## config.mk

```make
export PLATFORM = sky130hd
export DESIGN_NAME = mem_arbiter
export DESIGN_NICKNAME = d
export VERILOG_FILES = /design/src/rtl/mem_arbiter.sv
export SDC_FILE = /design/constraint.sdc
export NUM_CORES = 1
export LEC_CHECK = 0
export ABC_CLOCK_PERIOD_IN_PS = 3000
export CAP_MARGIN = 10
export CORE_AREA = 8 8 642 644
export DETAILED_ROUTE_END_ITERATION = 10
export DIE_AREA = 0 0 650 652
export SYNTH_ARGS = -nofsm -noshare
export SYNTH_HDL_FRONTEND = slang
export SYNTH_SLANG_ARGS = --single-unit
```

## constraint.sdc

```tcl
create_clock -name clk -period 3 [get_ports clk]
set_input_delay 0.6 -clock clk [delete_from_list [all_inputs] [get_ports clk]]
set_output_delay 0.6 -clock clk [all_outputs]
set_load 0.005 [all_outputs]
```

## src/rtl/mem_arbiter.sv

```systemverilog
// mem_arbiter: two-master (instruction/data) arbiter onto one DRAM request port.
// Define ARB_ROUND_ROBIN_EN for round-robin ties; otherwise m1 wins ties.
module mem_arbiter #(
  parameter int DATA_WIDTH = 256,
  parameter int ADDR_WIDTH = 32
) (
  input  logic                  clk,
  input  logic                  rst,
  input  logic                  m0_cs,
  input  logic                  m0_we,
  input  logic [ADDR_WIDTH-1:0] m0_addr,
  input  logic [DATA_WIDTH-1:0] m0_data_i,
  output logic [DATA_WIDTH-1:0] m0_data_o,
  output logic                  m0_ack,
  input  logic                  m1_cs,
  input  logic                  m1_we,
  input  logic [ADDR_WIDTH-1:0] m1_addr,
  input  logic [DATA_WIDTH-1:0] m1_data_i,
  output logic [DATA_WIDTH-1:0] m1_data_o,
  output logic                  m1_ack,
  output logic [ADDR_WIDTH-1:0] mem_addr,
  output logic [DATA_WIDTH-1:0] mem_data_o,
  output logic                  mem_cs,
  output logic                  mem_we,
  input  logic [DATA_WIDTH-1:0] mem_data_i,
  input  logic                  mem_ack
);
  typedef enum logic [1:0] {IDLE, BUSY, RELEASE} state_t;
  state_t state_q, state_d;
  logic owner_q, owner_d;
  logic we_q, we_d;
  logic [ADDR_WIDTH-1:0] addr_q, addr_d;
  logic [DATA_WIDTH-1:0] data_q, data_d;
  logic grant;
`ifdef ARB_ROUND_ROBIN_EN
  logic last_q, last_d;
  assign grant = (m0_cs && m1_cs) ? ~last_q : m1_cs;
`else
  assign grant = m1_cs;
`endif
  always_comb begin
    state_d = state_q;
    owner_d = owner_q;
    we_d = we_q;
    addr_d = addr_q;
    data_d = data_q;
`ifdef ARB_ROUND_ROBIN_EN
    last_d = last_q;
`endif
    case (state_q)
      IDLE: if (m0_cs || m1_cs) begin
        state_d = BUSY;
        owner_d = grant;
        we_d = grant ? m1_we : m0_we;
        addr_d = grant ? m1_addr : m0_addr;
        data_d = grant ? m1_data_i : m0_data_i;
`ifdef ARB_ROUND_ROBIN_EN
        last_d = grant;
`endif
      end
      BUSY: state_d = mem_ack ? RELEASE : BUSY;
      default: state_d = IDLE;
    endcase
  end
  always_ff @(posedge clk) begin
    if (rst) begin
      state_q <= IDLE;
      owner_q <= 1'b0;
      we_q <= 1'b0;
      addr_q <= '0;
      data_q <= '0;
`ifdef ARB_ROUND_ROBIN_EN
      last_q <= 1'b0;
`endif
    end else begin
      state_q <= state_d;
      owner_q <= owner_d;
      we_q <= we_d;
      addr_q <= addr_d;
      data_q <= data_d;
`ifdef ARB_ROUND_ROBIN_EN
      last_q <= last_d;
`endif
    end
  end
  // mem_ack only counts while a transaction is outstanding
  assign mem_cs = state_q == BUSY;
  assign mem_we = mem_cs & we_q;
  assign mem_addr = addr_q;
  assign mem_data_o = data_q;
  assign m0_ack = mem_cs & mem_ack & ~owner_q;
  assign m1_ack = mem_cs & mem_ack & owner_q;
  assign m0_data_o = mem_data_i;
  assign m1_data_o = mem_data_i;
endmodule

```

==> summary.md, run 1 <==
| Metric | Value |
|---|---|
| Commonest non-fill, non-tap cell in the layout | clkdlybuf4s50_1 |
| Pleak | 9.779 nW |
| Count of pins over their slew limit | 0 |
| Initial core utilization | 4.514% |
| CTS tree | built |
| Vias in the first global route | 16310 |
| Area Growth Syn to Fin | 72.63% |
| Filler instances | 46690 |
| CTS hold repair buffers | 0 |
| Status | complete, no violations |
| Setup_tns | 0 ns |
| VDD IR max | 0.4297 mV |
| Crit Path Max Fanout | 3 |
| Initial antenna violation count | 134 |
| Postcts setup bufs | 0 |
| Setup Viol. Count Final | 0 |
| Clock network power share | 36.7% |
| All-Layer GR Usage | 12.98% |
| Final Util | 7.793% |
| CP max stage delay | 0.54 ns |
| DIE AREA | 0.4238 sq mm |
| Clock Skews | 0.03574 ns |
| Achievable Freq | 360.7 MHz |
| First-pass iteration count of the detailed router | 5 |
| Net Count, Synth | 2686 |
| Nets | 3010 |
| Net Sw Frac | 36.63% |
| First-pass GRT wire length | 327900 um |
| Startpoint types | register |
| Maximum clock path buffer count | 3 |
| Cell internal pwr | 9.661 mW |
| Cells after Synth | 1847 |
| Largest net degree at the start of global routing | 147 |
| Register area | 0.005846 sq mm |
| Critical path class | register to output pin |
| Crit-path slowest cell | clkdlybuf4s50_1 |
| Total vias in the final route | 16620 |
| Clk_lat worst skew | 0.70 ns |
| GRT overflow | 0 |
| Mapped Area | 0.01812 sq mm |
| Die width | 650 um |
| Top cell type's share of synthesized area | 32.26% |
| Placed cells | 7412 |
| Tcrit/Tclk final | 92.42% |
| Commonest non-fill, non-tap cells in the layout | 829 x clkdlybuf4s50_1, 292 x dfxtp_1, 291 x a21oi_1 |
| Post-cts resize count | 1 |
| Worst Tran Pin Value | 0.9475 ns |
| Sw Pwr | 5.584 mW |
| Pwr dens | 487.3 mW/mm^2 |
| Cell Rows | 233 |
| DRC Markers | 0 |
| Largest area contributor in the netlist | dfxtp_1 |
| Synthesis Warnings | 0 |
| RSZ-0062 raised after global routing | no |
| Minimum clock period | 2.773 ns |
| Final worst slack | 0.2275 ns |
| Drt wl/cell | 38.32 um |
| Detailed-route vias per instance | 2.206 |
| Routed Antenna Nets | 0 |
| Synth area leaders | dfxtp_1 32%, buf_4 22%, mux2i_1 16% |
| Root buf cell | clkbuf_16 |
| H-tree depth | 2 |
| Combinational share of power | 33.0% |
| GP Congestion | 0.8339 |
| Final Hold Vio Count | 0 |
| Die height | 652 um |
| Initial drt markers | 1235 |
| Area of the multi-input gates | 0.007671 sq mm |
| Required time worst endpoint | 2.40 ns |
| Seq cells post-synth | 292 |
| Worst min-delay path class | primary input to register |
| Final wirelength | 288900 um |
| Worst relative slew slack | 36.84% |
| PortBufs | 874 |
| Setup slack at placement | 0.2980 ns |
| Final cell count without fillers | 7537 |
| Share of total power in sequential cells | 30.3% |
| Layout cells sized above 1 | 18.57% |
| Count of cell types in the netlist | 17 |
| Max Cap Violations | 0 |
| Critical-path cell list | nor2b_1 > and3_1 > clkdlybuf4s50_1 |
| TritonCTS buffer count | 44 |
| Design Power | 15.24 mW |
| Sequential fraction of the synthesis area | 32.26% |
| DPL Wire Length | 266400 um |
| Crit. End Element | output pin |
| Top Ports | 1643 |
| Syn_area_per_cell | 9.812 sq um |
| CORE AREA | 0.4014 sq mm |
| Worst path arrival time | 2.17 ns |
| CTS Sinks | 292 |
| Clk pin slew, worst setup/hold paths | 0.06 ns |
==> metrics by stage <==
step                      cell area [sq um]  hold WS (ns)
after global routing                  31230        0.4404
after detailed placement              29690        0.5104
final                                 31280        0.5059
after floorplan                       18120        0.4906
after global placement                29690        0.5038
after CTS                             31170        0.3893
==> power by group through the flow <==
| stage | combinational, mW | clock (mW) | sequential, mW |
|---|---|---|---|
| after floorplan | 2.12 | 0 | 4.68 |
| after global placement | 5.25 | 0 | 4.68 |
| after detailed placement | 5.24 | 0 | 4.68 |
| after CTS | 5.26 | 5.95 | 4.62 |
| after global routing | 5.39 | 6.05 | 4.67 |
| final | 5.02 | 5.60 | 4.62 |
==> state kept, by name, summed over array words and instances, names as in the netlist <==
| name | count |
|---|---|
| mem_data_o | 256 |
| owner_q | 1 |
| mem_addr | 32 |
| state_q | 2 |
| we_q | 1 |
==> synth_stat cells <==
cell type / number
dfxtp_1: 292
a21oi_1: 291
buf_4: 525
nand2_1: 3
a211oi_2: 210
buf_2: 34
and2_1: 2
a211oi_1: 79
nand2b_1: 1
and3_1: 1
mux2i_1: 289
clkbuf_1: 101
buf_6: 13
or2_1: 1
nor2b_1: 1
nor2_1: 3
a21bo_2: 1
==> final timing paths <==
| check | from | to | slack (ns) | cells after the start |
|---|---|---|---|---|
| worst min-delay path | m1_cs | owner_q | 0.51 | 4 |
| worst min register to register | mem_data_o[39] | mem_data_o[39] | 0.52 | 2 |
| worst max-delay path | state_q[0] | m1_ack | 0.23 | 3 |
| worst max register to register | state_q[1] | mem_data_o[125] | 1.01 | 5 |
==> cell type report <==
type                    instances  share of cell area, %
multi-input cells             882                  24.52
diodes                         47                 0.3760
flip-flops and latches        292                  18.69
repair buffers                951                  30.54
well taps                    5287                  21.15
clock buffers                  59                  3.892
clock inverters                19                 0.8439
==> per-layer routing <==
layer | global-route usage [%] | part of all wire, % | vias up
met5 | 1.165 | 0.36 | -
met4 | 4.635 | 4.6 | 71
met3 | 13.57 | 23 | 446
met2 | 22.10 | 48 | 1751
met1 | 9.489 | 25 | 7514
li1 | - | - | 6842
==> worst max-delay path, delay by kind of cell (launching register included) <==
kind | cells | cell delay [ns]
AND/OR/NAND/NOR | 2 | 0.56
buffers and inverters | 1 | 0.54
flip-flops | 1 | 0.37
==> logic make-up (layout without fill, tap and decap cells) <==
logic type	Yosys count	after routing	synth area share, %
other	0	47	0
AND/OR/NAND/NOR	12	12	0.3315
flip-flops	292	292	32.26
buffers and inverters	673	1029	25.59
multiplexers	289	289	15.96
AO/OA/AOI/OAI	581	581	25.86
Power figures use the tool's default switching activity.
==> inputs of run 2 (changes only) <==
CTS_CLUSTER_SIZE = 12   (was unset)
==> run 2 against run 1 <==
Net effect: register-to-register slack barely moved; wire length about the same; non-clock buffer count stayed put; critical endpoint is now m0_ack.
==> summary.md, run 2 (synthesis results as in run 1) <==
| Metric | Value |
|---|---|
| Drt wl/cell | 38.36 um (about the same) |
| CORE AREA | 0.4014 sq mm (unchanged) |
| Crit-path slowest cell | clkdlybuf4s50_1 |
| Total vias in the final route | 16600 (-0.12%) |
| Required time worst endpoint | 2.40 ns (about the same) |
| All-Layer GR Usage | 12.98% (about the same) |
| Final worst slack | 0.2226 ns (-0.004941 ns) |
| Critical-path cell list | nor2b_1 > nand2_1 > nor2_1 > clkdlybuf4s50_1 |
| TritonCTS buffer count | 44 (unchanged) |
| Die width | 650 um (unchanged) |
| Clock Skews | 0.04791 ns (+0.01218 ns) |
| Crit. End Element | output pin |
| Routed Antenna Nets | 0 (unchanged) |
| Cell internal pwr | 9.660 mW (about the same) |
| Commonest non-fill, non-tap cells in the layout | 829 x clkdlybuf4s50_1, 292 x dfxtp_1, 291 x a21oi_1 |
| Final Hold Vio Count | 0 (unchanged) |
| DPL Wire Length | 266400 um (unchanged) |
| RSZ-0062 raised after global routing | no |
| Worst min-delay path class | primary input to register |
| Net Sw Frac | 36.68% (+0.056 points) |
| Dpl cell area | 0.02969 sq mm (unchanged) |
| First-pass iteration count of the detailed router | 6 (+1) |
| CP max stage delay | 0.54 ns (about the same) |
| Minimum clock period | 2.777 ns (+0.004941 ns) |
| Sw Pwr | 5.597 mW (+0.23%) |
| GRT overflow | 0 (unchanged) |
| Nets | 3010 (unchanged) |
| H-tree depth | 2 (unchanged) |
| GP Congestion | 0.8339 (unchanged) |
| Pleak | 9.779 nW (about the same) |
| Met3 WL post-DR | 65350 um (+0.14%) |
| Design Power | 15.26 mW (about the same) |
| PortBufs | 874 (unchanged) |
| Setup_tns | 0 ns (unchanged) |
| Detailed-route vias per instance | 2.205 (about the same) |
| Startpoint types | register |
| Achievable Freq | 360.0 MHz (-0.18%) |
| Count of pins over their slew limit | 0 (unchanged) |
| CTS tree | built |
| Max Cap Violations | 0 (unchanged) |
| Root buf cell | clkbuf_16 |
| Final Util | 7.789% (about the same) |
| Initial antenna violation count | 134 (unchanged) |
| Fin area | 0.03127 sq mm (about the same) |
| First-pass GRT wire length | 327900 um (about the same) |
| CP Buf/Inv Count | 1 (unchanged) |
| Commonest non-fill, non-tap cell in the layout | clkdlybuf4s50_1 |
| Setup slack at placement | 0.2980 ns (unchanged) |
| Area Growth Syn to Fin | 72.54% (about the same) |
| Top Ports | 1643 (unchanged) |
| Tcrit/Tclk final | 92.58% (+0.16 points) |
| Max FFs per register | 256 (unchanged) |
| Worst path arrival time | 2.18 ns (about the same) |
| Initial drt markers | 1208 (-2.2%) |
| Status | complete, no violations |
| Cell Rows | 233 (unchanged) |
| Die height | 652 um (unchanged) |
| Uppermost routed layer | met5 |
| Crit Path Max Fanout | 3 (unchanged) |
| Delay-heaviest family, CP | simple AND/OR/NAND/NOR gates |
| Initial core utilization | 4.514% (unchanged) |
| Share of total power in sequential cells | 30.3% (about the same) |
| Metal2 WL | 138000 um (about the same) |
| VDD IR max | 0.4457 mV (+3.7%) |
| Pwr dens | 487.9 mW/mm^2 (+0.13%) |
| CTS Sinks | 292 (unchanged) |
| Placed cells | 7412 (unchanged) |
| Combinational share of power | 32.9% (about the same) |
| Setup Viol. Count Final | 0 (unchanged) |
| Largest net degree at the start of global routing | 147 (unchanged) |
| DRC Markers | 0 (unchanged) |
| Vias in the first global route | 16300 (-0.031%) |
| Clock network power share | 36.8% (about the same) |
| Final wirelength | 288900 um (about the same) |
| DIE AREA | 0.4238 sq mm (unchanged) |
| Worst relative slew slack | 35.84% (-1.0 points) |
| Maximum clock path buffer count | 3 (unchanged) |
| Final cell count without fillers | 7531 (-0.080%) |
| Critical path class | register to output pin |
| Layout cells sized above 1 | 18.57% (unchanged) |
| Clk pin slew, worst setup/hold paths | 0.06 ns (about the same) |
| Worst Tran Pin Value | 0.9625 ns (+0.01499 ns) |
| WHS | 0.4897 ns (-0.01628 ns) |
| M1 wire length | 71220 um (-0.21%) |
| Clk_lat worst skew | 0.71 ns (about the same) |
| Postcts setup bufs | 0 (unchanged) |
-- run 2: changes by cell type in the layout (fill, tap and decap cells not counted) --
cell     change
diode_2      -6
-- run 2: power groups by stage --
stage / registers [mW] / clock network [mW] / logic, mW
CTS: 4.62 / 5.95 / 5.26
global placement: 4.68 / 0 / 5.25
global route: 4.67 / 6.05 / 5.39
detailed placement: 4.68 / 0 / 5.24
floorplan: 4.68 / 0 / 2.12
finish: 4.62 / 5.61 / 5.03
-- run 2: area by class of cell --
| type | instances | area [sq um] |
|---|---|---|
| Antenna cell | 41 | 102.6 |
| Clock buffer | 59 | 1217 |
| Clock inverter | 19 | 264.0 |
| Fill cell | 46690 | 370200 |
| Multi-Input combinational cell | 882 | 7671 |
| Sequential cell | 292 | 5846 |
| Tap cell | 5287 | 6615 |
| Timing Repair Buffer | 951 | 9553 |
-- run 2: final timing paths --
check	startpoint	to	slack (ns)	depth (start not counted)
setup reg to reg	state_q[1]	mem_data_o[118]	1.00	5
setup / recovery	state_q[0]	m0_ack	0.22	4
hold reg to reg	mem_data_o[39]	mem_data_o[39]	0.52	2
hold / removal	m1_cs	owner_q	0.49	4
-- run 2: layer usage --
metal	vias up	global-route usage (%)
li1	6835	-
met1	7549	9.489
met2	1705	22.10
met3	444	13.57
met4	71	4.632
met5	-	1.165
-- run 2: worst min-delay path, stage by stage --
cell and delay, ns:
buf_8 0.18, buf_12 0.22, nand2_1 0.07, a21oi_1 0.06
-- run 2: timing repair --
action | 4_1_cts | 5_1_grt
hold buffers | 0 | 0
gates resized for setup | 1 | 0
endpoints found under the hold margin | 0 | 0
setup endpoints to repair | 1 | 0
